[src/rtl/bcd_counter_multicode_if.sv]
// bcd_counter_multicode_if: control, load and result bus of the multi-code decade counter
interface bcd_counter_multicode_if #(
    parameter int NDIGITS = 2
);
    logic                   i_en;
    logic                   i_up;
    logic                   i_load;
    logic [4*NDIGITS-1:0]   i_load_val;
    logic [1:0]             i_mode;
    logic [4*NDIGITS-1:0]   o_count;
    logic [4*NDIGITS-1:0]   o_out;
    logic                   o_wrap;
    logic                   o_load_err;

    modport master (
        output i_en, i_up, i_load, i_load_val, i_mode,
        input  o_count, o_out, o_wrap, o_load_err
    );

    modport slave (
        input  i_en, i_up, i_load, i_load_val, i_mode,
        output o_count, o_out, o_wrap, o_load_err
    );
endinterface

[src/rtl/bcd_counter_multicode.sv]
// bcd_counter_multicode: N-digit up/down decade counter with loadable value and per-digit output code
module bcd_counter_multicode #(
    parameter int NDIGITS = 2
) (
    input  logic                    i_clk,
    input  logic                    i_rst,
    bcd_counter_multicode_if.slave  bus
);
    localparam int W = 4 * NDIGITS;

    logic [W-1:0] r_count;
    logic [W-1:0] r_out;
    logic         r_wrap;
    logic         r_load_err;

    logic [W-1:0] w_inc;
    logic [W-1:0] w_dec;
    logic [W-1:0] w_ld;
    logic [W-1:0] w_next;
    logic         w_all9;
    logic         w_all0;
    logic         w_ld_bad;
    logic         w_wrap;

    // Encode every BCD digit into the selected code: 8421, 2421, 5421 or excess-3
    function automatic logic [W-1:0] f_enc(input logic [W-1:0] v, input logic [1:0] m);
        logic [W-1:0] e;
        logic [3:0]   d;
        e = v;
        for (int k = 0; k < NDIGITS; k++) begin
            d = v[4*k +: 4];
            e[4*k +: 4] = (m == 2'b00) ? d :
                          (m == 2'b01) ? ((d < 4'd5) ? d : d + 4'd6) :
                          (m == 2'b10) ? ((d < 4'd5) ? d : d + 4'd3) :
                                         d + 4'd3;
        end
        return e;
    endfunction

    // Ripple carry/borrow across digits and sanitise the load value, all in one cycle
    always_comb begin
        w_inc    = r_count;
        w_dec    = r_count;
        w_ld     = bus.i_load_val;
        w_all9   = 1'b1;
        w_all0   = 1'b1;
        w_ld_bad = 1'b0;
        for (int k = 0; k < NDIGITS; k++) begin
            if (w_all9)
                w_inc[4*k +: 4] = (r_count[4*k +: 4] == 4'd9) ? 4'd0 : r_count[4*k +: 4] + 4'd1;
            if (w_all0)
                w_dec[4*k +: 4] = (r_count[4*k +: 4] == 4'd0) ? 4'd9 : r_count[4*k +: 4] - 4'd1;
            w_all9 = w_all9 & (r_count[4*k +: 4] == 4'd9);
            w_all0 = w_all0 & (r_count[4*k +: 4] == 4'd0);
            if (bus.i_load_val[4*k +: 4] > 4'd9) begin
                w_ld[4*k +: 4] = 4'd0;
                w_ld_bad       = 1'b1;
            end
        end
        w_next = bus.i_load ? w_ld : bus.i_en ? (bus.i_up ? w_inc : w_dec) : r_count;
        w_wrap = !bus.i_load & bus.i_en & (bus.i_up ? w_all9 : w_all0);
    end

    // Register count, encoded view and one-cycle flags; reset > load > count > hold
    always_ff @(posedge i_clk) begin
        if (i_rst) begin
            r_count    <= '0;
            r_out      <= f_enc('0, bus.i_mode);
            r_wrap     <= 1'b0;
            r_load_err <= 1'b0;
        end else begin
            r_count    <= w_next;
            r_out      <= f_enc(w_next, bus.i_mode);
            r_wrap     <= w_wrap;
            r_load_err <= bus.i_load & w_ld_bad;
        end
    end

    assign bus.o_count    = r_count;
    assign bus.o_out      = r_out;
    assign bus.o_wrap     = r_wrap;
    assign bus.o_load_err = r_load_err;
endmodule

[src/flat_wrapper.sv]
// flat-port wrapper written by rule: the top's interface ports become plain ports
module bcd_counter_multicode_flat 
#(
    parameter int NDIGITS = 2
)
  (i_clk, i_rst, bus_i_en, bus_i_up, bus_i_load, bus_i_load_val, bus_i_mode, bus_o_count, bus_o_out, bus_o_wrap, bus_o_load_err);
  bcd_counter_multicode_if #(.NDIGITS(NDIGITS)) bus_i ();
  input  logic i_clk;
  input  logic i_rst;
  input wire logic [$bits(bus_i.i_en)-1:0] bus_i_en;
  input wire logic [$bits(bus_i.i_up)-1:0] bus_i_up;
  input wire logic [$bits(bus_i.i_load)-1:0] bus_i_load;
  input wire logic [$bits(bus_i.i_load_val)-1:0] bus_i_load_val;
  input wire logic [$bits(bus_i.i_mode)-1:0] bus_i_mode;
  output wire logic [$bits(bus_i.o_count)-1:0] bus_o_count;
  output wire logic [$bits(bus_i.o_out)-1:0] bus_o_out;
  output wire logic [$bits(bus_i.o_wrap)-1:0] bus_o_wrap;
  output wire logic [$bits(bus_i.o_load_err)-1:0] bus_o_load_err;
  assign bus_i.i_en = bus_i_en;
  assign bus_i.i_up = bus_i_up;
  assign bus_i.i_load = bus_i_load;
  assign bus_i.i_load_val = bus_i_load_val;
  assign bus_i.i_mode = bus_i_mode;
  assign bus_o_count = bus_i.o_count;
  assign bus_o_out = bus_i.o_out;
  assign bus_o_wrap = bus_i.o_wrap;
  assign bus_o_load_err = bus_i.o_load_err;
  bcd_counter_multicode #(.NDIGITS(NDIGITS)) u_core (.i_clk(i_clk), .i_rst(i_rst), .bus(bus_i));
endmodule
[config.mk]
export PLATFORM = sky130hd
export DESIGN_NAME = bcd_counter_multicode_flat
export DESIGN_NICKNAME = d
export VERILOG_FILES = /design/src/rtl/bcd_counter_multicode_if.sv /design/src/rtl/bcd_counter_multicode.sv /design/src/flat_wrapper.sv
export SDC_FILE = /design/constraint.sdc
export NUM_CORES = 1
export LEC_CHECK = 0
export BUFFER_PORTS_ARGS = -buffer_cell sky130_fd_sc_hd__buf_2
export CAP_MARGIN = 20
export CORE_UTILIZATION = 35
export DETAILED_ROUTE_END_ITERATION = 8
export GPL_TIMING_DRIVEN = 0
export PLACE_DENSITY = 0.63
export SLEW_MARGIN = 10
export SYNTH_ARGS = -nofsm -noshare
export SYNTH_HDL_FRONTEND = slang
export SYNTH_SLANG_ARGS = --single-unit
[constraint.sdc]
create_clock -name i_clk -period 5.05 [get_ports i_clk]
set_input_delay 0.7575 -clock i_clk [delete_from_list [all_inputs] [get_ports i_clk]]
set_output_delay 0.7575 -clock i_clk [all_outputs]
set_load 0.02 [all_outputs]
---- Word level (Yosys, flattened, before mapping) ----
Index checks and enable logic that the tools add are counted.
word-level totals
  flip-flop bits (word level) ............. 18
  bits in latches ......................... 0
  RAM bits ................................ 0
  bits in read-only memories .............. 0
  input bits .............................. 15
  memories ................................ 0
cells by class
  add/sub/neg operators ................... 8
  multipliers ............................. 0
  div/mod/pow operators ................... 0
  order comparisons ....................... 4
  equality and inequality tests ........... 4
  shift-type cells ........................ 0
  multiplexer cells ....................... 28
  bitwise gates (word level) .............. 5
  reduce and logical (&&, ||, !) cells .... 4
operator list
  kind                                                                  count
  4-bit two-way mux                                                     20
  8-bit two-way mux                                                     4
  4-bit by 1-bit adder with 4-bit output, second input constant         2
  4-bit by 2-bit adder with 4-bit output, second input constant         2
  4-bit by 3-bit adder with 4-bit output, second input constant         2
  4-bit == test, second input constant                                  2
  4-bit > comparator, second input constant                             2
  4-bit logical NOT                                                     2
  4-bit by 3-bit < comparator with 1-bit output, second input constant  2
  4-bit by 1-bit subtractor with 4-bit output, second input constant    2
  1-bit AND                                                             5
  1-bit two-way mux                                                     3
  2-bit by 1-bit == test with 1-bit output, second input constant       1
  2-bit == test, second input constant                                  1
  2-bit logical NOT                                                     1
  2-bit two-way mux                                                     1
  1-bit logical NOT                                                     1

---- Longest topological paths before layout ----
Gate-level depths: netlist (run 1).
  depth in word-level cells ............... 12
  depth in mapped cells ................... 11
  mapped depth without buffers ............ 10

---- Least setup slack after synthesis (run 1) ----
Ideal clock, no wire load.
  kind .................................... in2reg
  start ................................... in bus_i_en
  end ..................................... reg u_core.r_out[5] (netlist: u_core.bus.o_out[5])
  setup time .............................. 0.079 ns
  arrival ................................. 2.951 ns
  setup slack ............................. 2.020 ns
  cell stages on the path ................. 9
  cell sequence ........................... clkbuf_1 > nor3b_1 > o31ai_1 > or3_1 > a31oi_1 > ha_1 > o21ai_1 > or4_1 > o211ai_1
between the ends
  longest elaborated chain between the ends .. 8
RTL lines
  element                                                                                                         line                                                                                   RTL
  start: declaration                                                                                              flat_wrapper.sv:10                                                                     input wire logic [$bits(bus_i.i_en)-1:0] bus_i_en;
  8-bit two-way mux * (2 in series)                                                                               bcd_counter_multicode.sv:60                                                            w_next = bus.i_load ? w_ld : bus.i_en ? (bus.i_up ? w_inc : w_dec) : r_count;
  4-bit by 2-bit adder with 4-bit output / 4-bit by 3-bit < comparator with 1-bit output (equally long branches)  bcd_counter_multicode.sv:34, bcd_counter_multicode.sv:35, bcd_counter_multicode.sv:33
  4-bit two-way mux (2 in series)                                                                                 bcd_counter_multicode.sv:34                                                            (m == 2'b10) ? ((d < 4'd5) ? d : d + 4'd3) :
  4-bit two-way mux                                                                                               bcd_counter_multicode.sv:33                                                            (m == 2'b01) ? ((d < 4'd5) ? d : d + 4'd6) :
  4-bit two-way mux *                                                                                             bcd_counter_multicode.sv:32                                                            e[4*k +: 4] = (m == 2'b00) ? d :
  8-bit two-way mux *                                                                                             bcd_counter_multicode.sv:66                                                            if (i_rst) begin
  end signal: assignment                                                                                          bcd_counter_multicode.sv:68                                                            r_out <= f_enc('0, bus.i_mode);
  end signal: assignment                                                                                          bcd_counter_multicode.sv:73                                                            r_out <= f_enc(w_next, bus.i_mode);
  end: declaration                                                                                                bcd_counter_multicode.sv:12                                                            logic [W-1:0] r_out;
Mark *: on every way between the ends. The rest lies on a longest branch, timed or not.
A chain may end at the register's enable or synchronous reset.

---- Worst setup path in the final report (run 1) ----
Same ends and word-level chain as after synthesis.

==> key figures, run 1 <==
Yosys
  – Yosys warnings: 0
  – Adder-Cell Fraction of Synth Area: 7.12%
  – Commonest cells post-synth: nor2_1, o21ai_0, dfxtp_1, inv_1, clkbuf_1
  – Synthesized area: 1550 um2
  – Post-synthesis compound-gate area fraction: 34.5%
  – Syn_area_per_cell: 7.54 um2
  – Main combinational cell family by area after synthesis: compound AO/OA/AOI/OAI gates
  – #FFs+latches synth: 18
  – Sequential share of the synthesized area: 23.3%
  – Post-synthesis xor/xnor area fraction: 1.70%
  – Asr flop ratio synth: 0%
  – Syn Inst Count: 205
  – Main flop type after synthesis: dfxtp_1
  – Mux share of post-synthesis cell area: 1.29%
  – Post-synth top area share: 23.3%
  – Cell type with the largest total area after synthesis: dfxtp_1
  – Post-synth EDFFs: 0
  – Syn Nets: 228
  – Area contributors post-synth: dfxtp_1, ha_1, o21ai_0, nor2_1, inv_1
  – Area fraction in and, or, nand and nor cells after synthesis: 23.5%
  – Post-synth cell types: 59

Pwr
  – Part of the power in registers: 37.5%
  – Sw Share: 37.3%
  – Net switching power: 162 uW
  – Power Total: 434 uW
  – Comb pwr share: 39.3%
  – Internal power: 272 uW
  – Worst VDD drop: 0.000111 V
  – Pwr dens: 241 nW/um2
  – Clock power share: 23.2%
  – Leak: 0.772 nW

Timing
  – Final setup vio count: 0
  – Setup TNS: 0 ns
  – Final Hold Viols: 0
  – Crit share post-route: 67.8%
  – Clock Skew: 0.00669 ns
  – Worst setup margin: 1.63 ns
  – Final min period: 3.42 ns
  – Slew headroom: 36.8%
  – Slew Limit Fails: 0
  – Worst slew pin tran: 0.934 ns
  – RSZ-0062 raised after global routing: false
  – Fmax: 292 MHz

GRT
  – Largest net degree at the start of global routing: 11
  – Remaining Overflow, GRT: 0
  – Vias in the first global route: 1,433
  – First-pass GRT wire length: 6.94 mm
  – Initial antenna violation count: 0
  – Total global-route track usage: 19.8%

Critical path
  – CP Cell Sequence: buf_2 -> clkbuf_1 -> nor3b_1 -> o31ai_1 -> or3_1 -> a31oi_1 -> ha_1 -> o21ai_1 -> or4_1 -> o211ai_1
  – Startpoint Class: primary input
  – Cell family with most CP delay: simple AND/OR/NAND/NOR gates
  – Slowest CP cell: a31oi_1
  – Critical Path RT: 5.23 ns
  – WS Path Type: in2reg
  – Crit end category: flop
  – CP Max Fanout: 10
  – CP peak stage delay: 0.55 ns
  – CP bufs+invs: 2
  – Worst endpoint data arrival time: 3.60 ns

Floorplanning
  – Starting Density: 37.6%
  – Chip width: 68.5 um
  – Number of core rows: 23
  – CORE AREA: 4120 um2
  – I/O pins: 33
  – Die Y: 68.5 um
  – Die Area: 4690 um2

Clock network
  – Setup Buffers After CTS: 0
  – Root buffer cell: clkbuf_8
  – Clock tree sinks: 18
  – Clock Path Buffers: 2
  – Worst-skew pair later-pin latency: 0.25 ns
  – TritonCTS buffer count: 3
  – CTS tree: built
  – Post-cts sizing count: 0
  – Clock slew at reported path FFs: 0.06 ns
  – H-tree Lvls: 1
  – Hold buffers post-CTS: 0

Place
  – Cell area after placement: 1760 um2
  – IO Port Bufs: 31
  – HPWL Detailed: 3.13 mm
  – Cells after DPL: 286
  – Setup slack at placement: 1.40 ns
  – GPL Wtd Cong: 0.875

Detailed routing
  – DR iter-0 viols: 141
  – DR WL/cell: 14.8 um
  – DRT Pass-1 Iters: 4
  – Routed Antenna Nets: 0
  – Via count: 1,653
  – DR vias/cell: 5.72
  – Drt drc: 0
  – Final WL: 4.27 mm

Layout
  – Antenna diodes: 0
  – Post-route insts no fill: 289
  – Final Cell Area: 1810 um2
  – Area Growth Syn to Fin: 16.7%
  – Layout cells sized above 1: 17.6%
  – Nets: 264

Job
  – MaxCap Viol Count: 0

Run status
  – Status: finished, final reports clean

Hold path
  – Worst hold path type: reg2reg
## stage by stage
step	hold slack, ns	utilization, %
after global placement	0.712	42.9
final	0.705	43.9
after detailed placement	0.700	42.9
after global routing	0.776	43.9
after CTS	0.710	43.9
after floorplan	0.754	-
## path summary, 6_finish.rpt
| path | startpoint | end | slack (ns) | depth (start not counted) |
|---|---|---|---|---|
| setup / recovery | bus_i_en | u_core.bus.o_out[5]$_DFF_P_ | 1.63 | 10 |
| hold / removal | u_core.bus.o_count[5]$_SDFF_PP0_ | u_core.bus.o_wrap$_SDFF_PP0_ | 0.71 | 2 |
| setup reg to reg | u_core.bus.o_count[3]$_SDFF_PP0_ | u_core.bus.o_out[5]$_DFF_P_ | 1.84 | 9 |
| hold reg to reg | u_core.bus.o_count[5]$_SDFF_PP0_ | u_core.bus.o_wrap$_SDFF_PP0_ | 0.71 | 2 |
## power groups by stage
stage	combinational (mW)	sequential, mW	clock (mW)
final	0.171	0.163	0.101
after detailed placement	0.169	0.166	0
after floorplan	0.108	0.182	0
after global routing	0.193	0.165	0.109
after CTS	0.170	0.163	0.105
after global placement	0.168	0.166	0
## registers in the layout, indices dropped and copies added, names as in the netlist
| signal | flops |
|---|---|
| u_core.bus.o_wrap | 1 |
| u_core.bus.o_count | 8 |
| u_core.bus.o_load_err | 1 |
| u_core.bus.o_out | 8 |
## tightest hold or removal path: stages (launching register included)
cell	delay [ns]
dfxtp_1	0.42
nor2_1	0.08
nor4b_1	0.15
## cell families (layout without fill, tap and decap cells)
| logic type | Yosys count | in the layout |
|---|---|---|
| buffers and inverters | 33 | 67 |
| and+or+nand+nor | 66 | 66 |
| adders and majority gates | 9 | 9 |
| DFF | 18 | 18 |
| xor gates and xnor gates | 3 | 3 |
| muxes | 2 | 2 |
| AOI/OAI and AO/OA | 74 | 74 |
## layout by cell type (no fill, tap or decap), types with 4 or more instances in the layout
| cell | instances |
|---|---|
| o31ai_1 | 4 |
| or3_1 | 4 |
| a31oi_1 | 4 |
| a21oi_1 | 9 |
| nand3_1 | 4 |
| clkbuf_1 | 12 |
| buf_2 | 31 |
| nor3_1 | 4 |
| nand2_1 | 7 |
| nor2_1 | 19 |
| o21ai_0 | 19 |
| dfxtp_1 | 18 |
| o211ai_1 | 5 |
| inv_1 | 18 |
| ha_1 | 8 |
## metal layers
layer / vias up / part of all wire (%) / global-route usage [%]
met5: - / 0 / 0
met4: 0 / 0.52 / 2.34
met3: 2 / 4.1 / 3.50
met2: 44 / 46 / 32.0
met1: 770 / 49 / 27.9
li1: 837 / - / -
## layout make-up
type	instances	area (um2)
Timing Repair Buffer	31	155
Tap cell	50	62.6
Inverter	19	71.3
Multi-Input combinational cell	154	1050
Sequential cell	18	360
Fill cell	448	2310
Clock buffer	3	41.3
Buffer	14	60.1
Note: power is estimated with default switching activity, not from simulation.
==> inputs of run 2 (changes only) <==
Clock period 5.05 ns to 3.3 ns, I/O delays scaled along.
==> key figures, run 2 (synthesis gave the netlist of run 1 again) <==
Run status
  – Status: finished, final reports clean (unchanged)

Critical path
  – RR Endpoint: u_core.bus.o_out[5]$_DFF_P_ (unchanged)
  – Critical Path Source: u_core.bus.o_count[3]$_SDFF_PP0_ (was bus_i_en)
  – CP Cell Sequence: clkbuf_1 -> and3_1 -> a2111oi_0 -> or3_1 -> a31oi_2 -> ha_1 -> o21ai_1 -> or4_1 -> o211ai_1 (was buf_2 -> clkbuf_1 -> nor3b_1 -> o31ai_1 -> or3_1 -> a31oi_1 -> ha_1 -> o21ai_1 -> or4_1 -> o211ai_1)
  – R2r setup slk: 0.26 ns (was 1.84 ns)
  – Slowest CP cell: or4_1 (was a31oi_1)
  – Crit end category: flop (unchanged)
  – WS Path Type: reg2reg (was in2reg)
  – Critical Path RT: 3.48 ns (was 5.23 ns)
  – Worst endpoint data arrival time: 3.22 ns (was 3.60 ns)
  – CP peak stage delay: 0.43 ns (was 0.55 ns)
  – CP Max Fanout: 10 (unchanged)
  – Reg2reg path depth: 9 (unchanged)
  – Reg-to-Reg Start: u_core.bus.o_count[3]$_SDFF_PP0_ (unchanged)
  – Startpoint Class: flop (was primary input)

Floorplanning
  – Chip width: 68.5 um (unchanged)
  – Die Y: 68.5 um (unchanged)
  – Number of core rows: 23 (unchanged)
  – I/O pins: 33 (unchanged)
  – Starting Density: 37.6% (unchanged)
  – Die Area: 4690 um2 (unchanged)
  – CORE AREA: 4120 um2 (unchanged)

Place
  – Cells after DPL: 286 (unchanged)
  – HPWL Detailed: 3.13 mm (unchanged)
  – Cell area after placement: 1760 um2 (unchanged)
  – IO Port Bufs: 31 (unchanged)
  – GPL Wtd Cong: 0.875 (unchanged)

GRT
  – Initial antenna violation count: 0 (unchanged)
  – Total global-route track usage: 19.8% (unchanged)
  – Vias in the first global route: 1,433 (unchanged)
  – First-pass GRT wire length: 6.94 mm (unchanged)
  – Remaining Overflow, GRT: 0 (unchanged)
  – Largest net degree at the start of global routing: 11 (unchanged)

Timing
  – Slew Limit Fails: 0 (unchanged)
  – Final setup vio count: 0 (unchanged)
  – Hold Slack: 0.686 ns (was 0.705 ns)
  – Final Hold Viols: 0 (unchanged)
  – Clock Skew: 0.00922 ns (was 0.00669 ns)
  – RSZ-0062 raised after global routing: false (unchanged)
  – Worst slew pin tran: 0.925 ns (was 0.934 ns)
  – Fmax: 329 MHz
  – Slew headroom: 37.4% (was 36.8%)
  – Final min period: 3.04 ns
  – Crit share post-route: 92.2%

Layout
  – Post-route insts no fill: 289 (unchanged)
  – Most frequent cells in the layout: buf_2, o21ai_0, nor2_1, inv_1, dfxtp_1 (unchanged)
  – Fillers: 448 (unchanged)
  – Final Cell Area: 1810 um2 (about the same)
  – Nets: 264 (unchanged)
  – Antenna diodes: 0 (unchanged)
  – Final core occ: 44.0% (was 43.9%)
  – Layout cells sized above 1: 18.0% (was 17.6%)
  – Commonest non-fill, non-tap cell in the layout: buf_2 (unchanged)
  – Area Growth Syn to Fin: 17.2% (was 16.7%)

Clock network
  – Root buffer cell: clkbuf_8 (unchanged)
  – Clock tree sinks: 18 (unchanged)
  – Post-cts sizing count: 0 (unchanged)
  – Worst-skew pair later-pin latency: 0.26 ns (was 0.25 ns)
  – H-tree Lvls: 1 (unchanged)
  – TritonCTS buffer count: 3 (unchanged)
  – Setup Buffers After CTS: 0 (unchanged)
  – Hold buffers post-CTS: 0 (unchanged)
  – CTS tree: built (unchanged)
  – Clock Path Buffers: 2 (unchanged)
  – Clock slew at reported path FFs: 0.07 ns (was 0.06 ns)

Detailed routing
  – Drt drc: 0 (unchanged)
  – Final WL: 4.31 mm (was 4.27 mm)
  – DR vias/cell: 5.76 (was 5.72)
  – DR iter-0 viols: 106 (was 141)
  – Routed Antenna Nets: 0 (unchanged)
  – DR WL/cell: 14.9 um (was 14.8 um)
  – Via count: 1,664 (was 1,653)
  – DRT Pass-1 Iters: 4 (unchanged)

Hold path
  – Hold worst-path end: u_core.bus.o_load_err$_SDFF_PP0_ (was u_core.bus.o_wrap$_SDFF_PP0_)
  – Hold path start: bus_i_load_val[1] (was u_core.bus.o_count[5]$_SDFF_PP0_)
  – Hold path depth: 4 (was 2)
  – Worst hold path type: in2reg (was reg2reg)

Pwr
  – Power Total: 669 uW (was 434 uW)
  – Leak: 0.772 nW (about the same)
  – Pwr dens: 369 nW/um2 (was 241 nW/um2)
  – Worst VDD drop: 0.000173 V (was 0.000111 V)

Job
  – MaxCap Viol Count: 0 (unchanged)
==> run 2: critical path: cells and delay by family, from the launching register on <==
kind | cells | cell delay, ns
AND/OR/NAND/NOR | 3 | 1.12
AO/OA/AOI/OAI | 4 | 0.76
flip-flops | 1 | 0.42
buffers and inverters | 1 | 0.34
adder cells (fa/ha/maj) | 1 | 0.33
==> run 2: how the worst max path moves through the flow <==
stage	slack, ns	endpoint	depth (start not counted)
detailed placement	-0.09	u_core.bus.o_out[5]$_DFF_P_	10
global route	0.05	u_core.bus.o_out[5]$_DFF_P_	9
global placement	-0.20	u_core.bus.o_out[1]$_DFF_P_	8
finish	0.26	u_core.bus.o_out[5]$_DFF_P_	9
floorplan	0.48	u_core.bus.o_out[5]$_DFF_P_	9
CTS	0.09	u_core.bus.o_out[5]$_DFF_P_	9
==> run 2: cell type report <==
class	instances	area, um2	area share (%)
Timing Repair Buffer	31	155	8.56
Buffer	14	60.1	3.31
Inverter	19	71.3	3.94
Clock buffer	3	41.3	2.28
Sequential cell	18	360	19.9
Tap cell	50	62.6	3.45
Multi-Input combinational cell	154	1060	58.6
==> run 2: power by group <==
group	switching, mW	leakage (nW)	internal, mW
Sequential	0.0115	0.149	0.238
Clock	0.0752	0.0216	0.0812
Combinational	0.165	0.602	0.0987
Total	0.251	0.772	0.417
==> run 2: routing by layer <==
layer	GRT usage (%)	up-vias	wire length, um
li1	-	837	-
met1	27.9	783	2190
met2	32.0	42	1970
met3	3.50	2	130
met4	2.34	0	22
met5	0	-	0
==> run 2: stage by stage <==
| step | setup WS, ns | TNS, ns |
|---|---|---|
| final | 0.258 | 0 |
| after global routing | 0.0489 | 0 |
| after CTS | 0.0919 | 0 |
| after detailed placement | -0.0878 | -0.0999 |
| after global placement | -0.197 | -0.285 |
| after floorplan | 0.479 | 0 |
